$ cat src/rtl/ddr3_pkg.sv
// ddr3_pkg: AXI4 constants and FSM state type shared by the DDR3 burst writer.
package ddr3_pkg;
    localparam logic [2:0] SIZE_32B = 3'b101;
    localparam logic [1:0] BURST_INCR = 2'b01;
    localparam logic [3:0] CACHE_BUF = 4'b0011;
    localparam int BYTES_PER_BEAT = 32;
    localparam int BOUNDARY_4K = 4096;
    typedef enum logic [2:0] {IDLE, ADDR, DATA, RESP, FIN} wr_state_t;
endpackage

$ cat src/rtl/ddr3_burst_len_calc.sv
// ddr3_burst_len_calc: beats in the next burst, limited by remaining words, MAX_BURST and the 4 KB boundary.
module ddr3_burst_len_calc
    import ddr3_pkg::*;
#(
    parameter int MAX_BURST = 16
) (
    input  logic [15:0] remaining,
    input  logic [11:0] addr_lo,
    output logic [8:0]  beats
);
    logic [12:0] room;
    logic [8:0]  capped;
    always_comb begin
        room   = (13'(BOUNDARY_4K) - {1'b0, addr_lo}) >> 5;
        capped = (remaining < 16'(MAX_BURST)) ? remaining[8:0] : 9'(MAX_BURST);
        beats  = ({4'd0, capped} < room) ? capped : room[8:0];
    end
endmodule

$ cat src/rtl/ddr3_burst_writer.sv
// ddr3_burst_writer: splits a write command into 4 KB-safe AXI4 INCR bursts fed straight from a data stream.
module ddr3_burst_writer
    import ddr3_pkg::*;
#(
    parameter int ADDR_W    = 30,
    parameter int DATA_W    = 256,
    parameter int MAX_BURST = 16
) (
    input  logic                ui_clk,
    input  logic                ui_rst,
    input  logic                cmd_valid,
    output logic                cmd_ready,
    input  logic [ADDR_W-1:0]   cmd_addr,
    input  logic [15:0]         cmd_words,
    input  logic                in_valid,
    output logic                in_ready,
    input  logic [DATA_W-1:0]   in_data,
    output logic [3:0]          m_axi_awid,
    output logic [ADDR_W-1:0]   m_axi_awaddr,
    output logic [7:0]          m_axi_awlen,
    output logic [2:0]          m_axi_awsize,
    output logic [1:0]          m_axi_awburst,
    output logic                m_axi_awlock,
    output logic [3:0]          m_axi_awcache,
    output logic [2:0]          m_axi_awprot,
    output logic [3:0]          m_axi_awqos,
    output logic                m_axi_awvalid,
    input  logic                m_axi_awready,
    output logic [DATA_W-1:0]   m_axi_wdata,
    output logic [DATA_W/8-1:0] m_axi_wstrb,
    output logic                m_axi_wlast,
    output logic                m_axi_wvalid,
    input  logic                m_axi_wready,
    input  logic [1:0]          m_axi_bresp,
    input  logic                m_axi_bvalid,
    output logic                m_axi_bready,
    output logic                busy,
    output logic                done,
    output logic                err
);
    wr_state_t         state, state_n;
    logic [ADDR_W-1:0] addr;
    logic [15:0]       remaining;
    logic [7:0]        beat;
    logic [8:0]        beats;
    logic [7:0]        last_idx;
    logic              w_hs;
    ddr3_burst_len_calc #(.MAX_BURST(MAX_BURST)) u_len (
        .remaining(remaining),
        .addr_lo  (addr[11:0]),
        .beats    (beats)
    );
    assign last_idx      = 8'(beats - 9'd1);
    assign m_axi_awid    = '0;
    assign m_axi_awaddr  = addr;
    assign m_axi_awlen   = last_idx;
    assign m_axi_awsize  = SIZE_32B;
    assign m_axi_awburst = BURST_INCR;
    assign m_axi_awlock  = 1'b0;
    assign m_axi_awcache = CACHE_BUF;
    assign m_axi_awprot  = '0;
    assign m_axi_awqos   = '0;
    assign m_axi_wstrb   = '1;
    assign m_axi_wdata   = in_data;
    // The stream is wired straight through to W so a beat costs no extra cycle.
    assign cmd_ready     = (state == IDLE) && !ui_rst;
    assign m_axi_awvalid = (state == ADDR);
    assign m_axi_wvalid  = (state == DATA) && in_valid;
    assign in_ready      = (state == DATA) && m_axi_wready;
    assign m_axi_wlast   = (state == DATA) && (beat == last_idx);
    assign m_axi_bready  = (state == RESP);
    assign busy          = (state != IDLE);
    assign done          = (state == FIN);
    assign w_hs          = m_axi_wvalid && m_axi_wready;
    always_comb begin
        state_n = state;
        case (state)
            IDLE:    if (cmd_valid) state_n = (cmd_words == 16'd0) ? FIN : ADDR;
            ADDR:    if (m_axi_awready) state_n = DATA;
            DATA:    if (w_hs && m_axi_wlast) state_n = RESP;
            RESP:    if (m_axi_bvalid) state_n = (remaining == 16'(beats)) ? FIN : ADDR;
            FIN:     state_n = IDLE;
            default: state_n = IDLE;
        endcase
    end
    always_ff @(posedge ui_clk or posedge ui_rst) begin
        if (ui_rst) begin
            state     <= IDLE;
            addr      <= '0;
            remaining <= '0;
            beat      <= '0;
            err       <= 1'b0;
        end else begin
            state <= state_n;
            if (cmd_valid && cmd_ready) begin
                addr      <= cmd_addr & ~ADDR_W'(BYTES_PER_BEAT - 1);
                remaining <= cmd_words;
                err       <= 1'b0;
            end
            if (w_hs) beat <= m_axi_wlast ? 8'd0 : beat + 8'd1;
            if (m_axi_bvalid && m_axi_bready) begin
                err       <= err | (m_axi_bresp != 2'b00);
                addr      <= addr + ADDR_W'(beats) * ADDR_W'(BYTES_PER_BEAT);
                remaining <= remaining - 16'(beats);
            end
        end
    end
endmodule

$ cat config.mk
export PLATFORM = sky130hd
export DESIGN_NAME = ddr3_burst_writer
export DESIGN_NICKNAME = d
export VERILOG_FILES = /design/src/rtl/ddr3_pkg.sv /design/src/rtl/ddr3_burst_len_calc.sv /design/src/rtl/ddr3_burst_writer.sv
export SDC_FILE = /design/constraint.sdc
export NUM_CORES = 1
export LEC_CHECK = 0
export CAP_MARGIN = 20
export CORE_AREA = 4 4 257 259
export DETAILED_ROUTE_END_ITERATION = 10
export DIE_AREA = 0 0 261 263
export SLEW_MARGIN = 20
export SYNTH_ARGS = -nofsm -noshare
export SYNTH_HDL_FRONTEND = slang
export SYNTH_SLANG_ARGS = --single-unit
$ cat constraint.sdc
create_clock -name ui_clk -period 9.25 [get_ports ui_clk]
set_clock_uncertainty 0.1 [all_clocks]
set_input_delay 0.925 -clock ui_clk [delete_from_list [all_inputs] [get_ports ui_clk]]
set_output_delay 0.925 -clock ui_clk [all_outputs]
set_load 0.005 [all_outputs]
Word level (Yosys, flattened, before mapping)
Cells that the tools add are included.
Storage, ports and cells
  bits in registers: 58
  input bits: 311
  output and inout bits: 356
  word-level logic and storage cells: 54
Operators by class
  $add $sub $neg: 5
  order comparisons: 2
  equality and inequality tests: 10
  mux-type cells: 16
  bitwise operators: 1
  reduce and logical (&&, ||, !) cells: 15
Operators by type and width (number)
  2-to-1 mux 30 bit: 2
  2-to-1 mux 16 bit: 2
  adder 30 x 14 -> 30 bit: 1
  2-to-1 mux 3 bit: 6
  2-to-1 mux 9 bit: 2
  == test 16 x 9 -> 1 bit: 1
  zero test 16 bit: 1
  < comparator 16 x 5 -> 1 bit, second input constant: 1
  subtractor 16 x 9 -> 16 bit: 1
  subtractor 13 x 12 -> 13 bit, first input constant: 1
  case mux 3 bit (4 select lines): 1
  < comparator 9 x 8 -> 1 bit: 1
  adder 8 x 1 -> 8 bit, second input constant: 1
  == test 8 bit: 1
  logical AND 1 bit: 8
  2-to-1 mux 8 bit: 1
  subtractor 8 x 1 -> 8 bit, second input constant: 1
  == test 3 x 2 -> 1 bit, second input constant: 2
  != test 2 x 1 -> 1 bit, second input constant: 2
  != test 2 bit, second input constant: 2
  AND reduction 4 bit: 1
  nonzero test 2 bit: 2
  == test 3 x 1 -> 1 bit, second input constant: 1
  == test 3 bit, second input constant: 1
  other kinds (5): 6

Depth between registers and ports, before layout
Gate-level depths: netlist (run 1).
  word-level depth: 10
  mapped depth: 25
  depth with buffers taken out: 23

Hierarchy
A second synthesis (run 1) with hierarchy kept.
Unflattened totals
  cells, all modules: 855
  area total of the unflattened synthesis: 6765.2 um2
By module, submodules not included
  ddr3_burst_writer: instances 1, cells each 791, area an instance 6289.8 um2, sequential area each 1326.3 um2
  ddr3_burst_len_calc: instances 1, cells each 64, area an instance 475.5 um2, sequential area each 0.0 um2

Least setup slack after synthesis (run 1)
No wires, ideal clock.
  path type: flip-flop to output port
  start point: register addr[5], in the netlist m_axi_awaddr[5]
  end point: output port m_axi_wlast
  arrival: 4.567 ns
  path slack: 3.658 ns
  cell stages (with the launch flop): 20
  buffers on the path: 2
  path through: dfrtp_1 -> clkbuf_1 -> nor3_1 -> nor3b_1 -> and2_1 -> inv_1 -> ha_1 -> and3_1 -> a21oi_1 -> o21a_1 -> buf_6 -> mux2_4 -> inv_1 -> ha_1 -> xor2_1 -> nand3_1 -> a211o_1 -> a211oi_1 -> o2111ai_1 -> nor4_1
On the way
  word-level cells in the longest chain between the ends: 6
Ends and longest elaborated chain
  from (decl): RTL line ddr3_burst_writer.sv:42  | logic [ADDR_W-1:0] addr;
  from (signal assigned): RTL line ddr3_burst_writer.sv:96  | addr <= cmd_addr & ~ADDR_W'(BYTES_PER_BEAT - 1);
  from (signal assigned): RTL line ddr3_burst_writer.sv:103  | addr <= addr + ADDR_W'(beats) * ADDR_W'(BYTES_PER_BEAT);
  subtractor 13 x 12 -> 13 bit (*): RTL line ddr3_burst_len_calc.sv:14  | room = (13'(BOUNDARY_4K) - {1'b0, addr_lo}) >> 5;
  < comparator 9 x 8 -> 1 bit: RTL line ddr3_burst_len_calc.sv:16  | beats = ({4'd0, capped} < room) ? capped : room[8:0];
  2-to-1 mux 9 bit (*): RTL line ddr3_burst_len_calc.sv:16
  subtractor 8 x 1 -> 8 bit (*): RTL line ddr3_burst_writer.sv:53  | assign last_idx = 8'(beats - 9'd1);
  == test 8 bit (*): RTL line ddr3_burst_writer.sv:70  | assign m_axi_wlast = (state == DATA) && (beat == last_idx);
  logical AND 1 bit (*): RTL line ddr3_burst_writer.sv:70
  to (decl): RTL line ddr3_burst_writer.sv:31  | output logic m_axi_wlast,
Mark *: on every way between the ends. The rest lies on a longest branch, timed or not.

Final worst setup path (run 1)
Ends and elaborated chain as after synthesis.

==> results.cfg, run 1 <==
[cts]
cts_buffers = 5
cts-resized-gates = 0
cts_setup_buffers = 0
hold_buffers = 0
clock_latency_ps = 310
cts_max_level = 2
ctsRootBufferMaster = clkbuf_16
cts_tree = built
cts.sinks = 53
path_clk_slew_ps = 80
cts_buffer_depth = 2

[route]
ant_nets = 0
viasPerCell = 3.42
drt-initial-drc-count = 356
firstDrtPassIters = 5
wl_per_cell_um = 18.0
via_count = 5375
post-route-drc-count = 0
wl_um = 28300

[yosys]
synthMuxAreaShare_pct = 1.00
async_flop_share_pct = 100
yosysTopAreaCell = buf_4
yosysMostFrequentCell = buf_4
synth_compound_area_share_pct = 16.7
ys_ff_latch = 53
avgSynthCellArea_um2 = 7.83
synth_edf_count = 0
synth_simple_gate_area_share_pct = 16.1
synth_top_family_by_area = buffers and inverters
netlist_top_cells_area = buf_4 34%, dfrtp_1 19%, ha_1 5.2%
synthXorXnorAreaFrac_pct = 3.64
synth_top_area_share_pct = 33.8
synthTopCellsByCount = 314 x buf_4, 54 x nand2_1, 53 x dfrtp_1
netlist_area_um2 = 6980
ys_types = 65
synth-main-ff-cell = dfrtp_1
ys_seq_area_share_pct = 19.0
yosysWarnings = 0
synthAdderAreaFrac_pct = 5.77
postSynthCellCount = 891

[die]
io_pins = 667
std_cell_rows = 93
die_y_um = 263
coreArea_um2 = 63900
dieArea_um2 = 68600
die_width_um = 261
initial_utilization_pct = 10.9

[sta]
finalCritPeriodShare_pct = 79.3
grt_setup_unrepaired = no
drv_slew = 0
hold_viol = 0
min_period_ps = 7340
relSlewSlack_pct = 45.1
finalSetupViolCount = 0
max_freq_mhz = 136
timing.hold.ws_ps = 376
worst_pin_slew_ps = 824
tns_ps = 0

[critical_path]
critical_path_required_ps = 8230
cp-end-kind = output pin
cp_top_family = simple AND/OR/NAND/NOR gates
criticalPathCategory = reg -> out
worstPathCellList = nor3_1 -> nor3b_1 -> and2_1 -> inv_1 -> ha_1 -> and3_1 -> a21oi_1 -> o21a_1 -> mux2_4 -> inv_1 -> ha_1 -> xor2_1 -> nand3_1 -> a211o_1 -> a211oi_1 -> o2111ai_1 -> nor4_1 -> clkdlybuf4s50_1
critPathMaxStageDelay_ps = 640
critPathMaxFanout = 11
path_buf_inv = 3
start_kind = flip-flop
slowest_stage = clkdlybuf4s50_1
worstPathArrival_ps = 6310

[finish]
nNetsFinal = 1058
fin_area_um2 = 6980
drive_gt1_share_pct = 4.88
syn_to_final_growth_pct = -0.0359

[pwr]
total_power_uw = 2160
powerDensity_nw_per_um2 = 310
ir_drop_mv = 0.112
p_leak_uw = 0.00262

[place]
routabilityCongestion = 0.834
port-buffer-count = 91
placed_area_um2 = 6780
dp_hpwl_um = 23100

[global_routing]
grt_overflow = 0
grt_use_total_pct = 7.70
antenna_found_initial = 4
grt_pass1_vias = 5146
grt_pass1_wl_um = 37800
grt_max_degree = 54

[status]
status = completed

[worst_hold_path]
hold_class = reg -> reg

[flow_run]
drv_cap = 0
-- logic make-up (layout without fill, tap and decap cells) --
family	count (synthesis)	after routing
AOI/OAI and AO/OA	169	169
xor gates and xnor gates	29	29
adders and majority gates	31	31
buffers and inverters	382	147
DFF	53	53
muxes	6	6
other	2	64
and+or+nand+nor	219	219
-- registers in the layout, summed over array words and instances, names as in the netlist --
register,flops
m_axi_awaddr,25
remaining,16
state,3
err,1
beat,8
-- metal layers --
metal	track usage, %	vias up	share of wire, %
li1	-	2328	-
met1	8.41	2472	36
met2	11.7	409	44
met3	4.29	158	13
met4	4.50	8	6.4
met5	0	-	0.15
-- placed cells by master (no fill, tap or decap), types with 4 or more instances in the layout --
master           synthesis  final
a211oi_1                 9      9
a21o_1                   8      8
a21oi_1                 31     31
a22oi_1                 14     14
a31oi_1                  7      7
and2_1                  13     13
and3_1                  16     16
buf_4                  314      8
clkbuf_16                0      5
clkdlybuf4s50_1          0     91
conb_1                   2     63
dfrtp_1                 53     53
ha_1                    29     29
inv_1                   40     39
mux2i_1                  4      4
nand2_1                 54     54
nand2b_1                 5      5
nand3_1                 25     25
nand4_1                 10     10
nor2_1                  47     46
nor3_1                  20     19
nor3b_1                  5      5
nor4_1                   5      5
o211ai_1                11     11
o21a_1                   7      7
o21ai_0                 37     37
o22ai_1                  6      6
o31ai_1                  5      5
or3_1                    4      4
xnor2_1                 22     22
xor2_1                   7      7
-- power breakdown --
group          switching, uW  internal [uW]  total, uW
clock network            104            155        259
logic                    786            628       1410
registers                162            329        491
total                   1050           1110       2160
-- through the flow --
step	worst slack (ps)	util, %	std cells
detailed placement	2260	10.6	1564
global placement	2240	10.6	1564
global route	1420	10.9	1572
floorplan	3660	-	952
finish	1910	10.9	1573
CTS	1890	10.9	1572
-- path summary, 6_finish.rpt --
kind,start,endpoint,slack (ps),depth (start not counted)
worst max-delay path,m_axi_awaddr[5],m_axi_wlast,1910,18
worst min-delay path,err,err,380,2
worst max register to register,m_axi_awaddr[5],m_axi_awaddr[19],2490,21
worst min register to register,err,err,380,2
max in group asynchronous,ui_rst,remaining[13],7360,3
min in group asynchronous,ui_rst,m_axi_awaddr[17],1130,3
-- tightest hold or removal path, cell delays in order (launching register included) --
cell and delay, ps:
dfrtp_1 350, nand2_1 50, nand2_1 50
-- cell type report --
| type | instances | area, um^2 |
|---|---|---|
| fill | 7438 | 56900 |
| multi-input combinational | 517 | 3270 |
| sequential | 53 | 1330 |
| tap | 855 | 1070 |
| timing repair buffer | 99 | 971 |
| inverter | 40 | 150 |
| clock buffer | 5 | 125 |
| clock inverter | 3 | 65.1 |
| antenna | 1 | 2.50 |
(Power assumes the default switching activity.)
==> run 2: changes to the inputs <==
--- a/config.mk
+++ b/config.mk
@@ -6,9 +6,9 @@
 export NUM_CORES = 1
 export LEC_CHECK = 0
 export CAP_MARGIN = 20
-export CORE_AREA = 4 4 257 259
+export CORE_AREA = 4 4 259 261
 export DETAILED_ROUTE_END_ITERATION = 10
-export DIE_AREA = 0 0 261 263
+export DIE_AREA = 0 0 263 265
 export SLEW_MARGIN = 20
 export SYNTH_ARGS = -nofsm -noshare
 export SYNTH_HDL_FRONTEND = slang
==> constraint.sdc (replaced) <==
create_clock -name ui_clk -period 6.21 [get_ports ui_clk]
set_clock_uncertainty 0.1 [all_clocks]
set_input_delay 0.621 -clock ui_clk [delete_from_list [all_inputs] [get_ports ui_clk]]
set_output_delay 0.621 -clock ui_clk [all_outputs]
set_load 0.005 [all_outputs]
==> run 2 against run 1 <==
Compared with the run above:
- die area is 1.5% higher
- wire length is 0.45% lower
- non-clock buffer count is 16 higher
- global-route usage is 0.14 points lower
- sequential share of layout area is 0.36 points lower
- clock power is 51% higher
- critical path type unchanged
- largest power group unchanged
==> results.cfg, run 2 (synthesized netlist as in run 1, its figures left out) <==
[finish]
nFillCells = 7506
nNetsFinal = 1074
finish.utilization_pct = 11.0
drive_gt1_share_pct = 7.37
fin_area_um2 = 7110
largest_reg_flops = 25
final_common_cell = clkdlybuf4s50_1
layout_common_cells = 90 x clkdlybuf4s50_1, 63 x conb_1, 54 x nand2_1
syn_to_final_growth_pct = 1.92

[die]
dieArea_um2 = 69700
std_cell_rows = 93
io_pins = 667
initial_utilization_pct = 10.8
coreArea_um2 = 64500
die_y_um = 265
die_width_um = 263

[route]
wl_um = 28100
firstDrtPassIters = 5
wl_per_cell_um = 17.7
ant_nets = 0
viasPerCell = 3.36
drt-initial-drc-count = 257
post-route-drc-count = 0
via_count = 5337

[sta]
worst_pin_slew_ps = 829
timing.hold.ws_ps = 384
grt_setup_unrepaired = no
hold_viol = 0
max_freq_mhz = 177
relSlewSlack_pct = 44.8
tns_ps = 0
min_period_ps = 5640
finalCritPeriodShare_pct = 90.9
finalSetupViolCount = 0
drv_slew = 0

[pwr]
p_sw_uw = 1570
comb_power_share_pct = 67.0
ir_drop_mv = 0.182
p_sw_share_pct = 47.5
p_clk_share_pct = 11.8
powerDensity_nw_per_um2 = 464
p_seq_share_pct = 21.2
p_leak_uw = 0.00272
intPower_uw = 1730

[critical_path]
critical_path_required_ps = 5490
critPathMaxFanout = 7
start_kind = flip-flop
r2r_cells = 24
cp-end-kind = output pin
criticalPathCategory = reg -> out
worstPathArrival_ps = 4920

[cts]
ctsRootBufferMaster = clkbuf_16
path_clk_slew_ps = 80
clock_latency_ps = 320
cts_buffers = 5
cts_buffer_depth = 2
hold_buffers = 0
cts.sinks = 53
cts_tree = built
cts_max_level = 2

[global_routing]
grt_pass1_wl_um = 38600
grt_max_degree = 54
grt_overflow = 0
antenna_found_initial = 8
grt_use_total_pct = 7.56
grt_pass1_vias = 5263

[place]
dp_hpwl_um = 23300
placed_area_um2 = 6890
routabilityCongestion = 0.808
port-buffer-count = 91

[worst_hold_path]
min_path_cells = 2
hold_class = reg -> reg

[status]
status = completed

[flow_run]
drv_cap = 0
-- run 2: changes by cell type in the layout (fill, tap and decap cells not counted), sizes merged --
cell           before  now
buf                 8   24
clkdlybuf4s50      91   90
diode               1    2
dlymetal6s2s        0    1
-- run 2: timing repair --
item,in CTS,in global routing
gates resized for setup,4,2
buffers inserted,0,1
endpoints found under the setup margin,1,3
pin swaps,1,1
-- run 2: routing by layer --
metal / GRT usage, % / up-vias / routed length (um) / part of all wire [%]
met3: 4.45 / 150 / 3760 / 13
li1: - / 2362 / - / -
met4: 4.29 / 12 / 1700 / 6.0
met1: 7.86 / 2389 / 9950 / 35
met5: 0 / - / 86 / 0.31
met2: 11.9 / 424 / 12600 / 45
-- run 2: worst paths after layout --
check,startpoint,to,slack [ps]
setup / recovery,remaining[13],m_axi_wlast,570
setup reg to reg,m_axi_awaddr[6],remaining[10],640
hold / removal,err,err,380
max in group asynchronous,ui_rst,beat[1],4630
hold reg to reg,err,err,380
min in group asynchronous,ui_rst,state[2],780
-- run 2: layout make-up --
type,instances,area (um^2),share of cell area (%)
timing repair buffer,115,1090,15.4
clock inverter,3,65.1,0.915
sequential,53,1330,18.6
tap,855,1070,15.0
inverter,40,150,2.11
multi-input combinational,517,3280,46.1
antenna,2,5.00,0.0704
clock buffer,5,125,1.76
-- run 2: power by group through the flow --
stage	registers [uW]	logic [uW]	clock network (uW)
after floorplan	644	1500	0
after global placement	702	2220	0
after detailed placement	702	2240	0
after CTS	701	2260	405
after global routing	735	2480	413
final	701	2210	390
-- run 2: critical path: stages, from the launching register on --
cell and delay (ps):
dfrtp_1 440, nor3_1 400, and4_2 380, and2_1 180, ha_1 270, a21oi_1 200, o21ai_0 130, a21oi_1 220
o21a_1 200, mux2_4 330, inv_1 80, ha_1 260, xor2_1 170, nand3_1 110, a211o_1 340, a211oi_1 250
o2111ai_1 180, nor4_2 240, dlymetal6s2s_1 210
-- run 2: stage by stage --
stage	setup slack [ps]	total power, uW	cells
after global routing	75.9	3630	1588
after CTS	9.82	3360	1587
after floorplan	818	2140	952
after global placement	288	2920	1579
final	567	3300	1590
after detailed placement	179	2940	1579
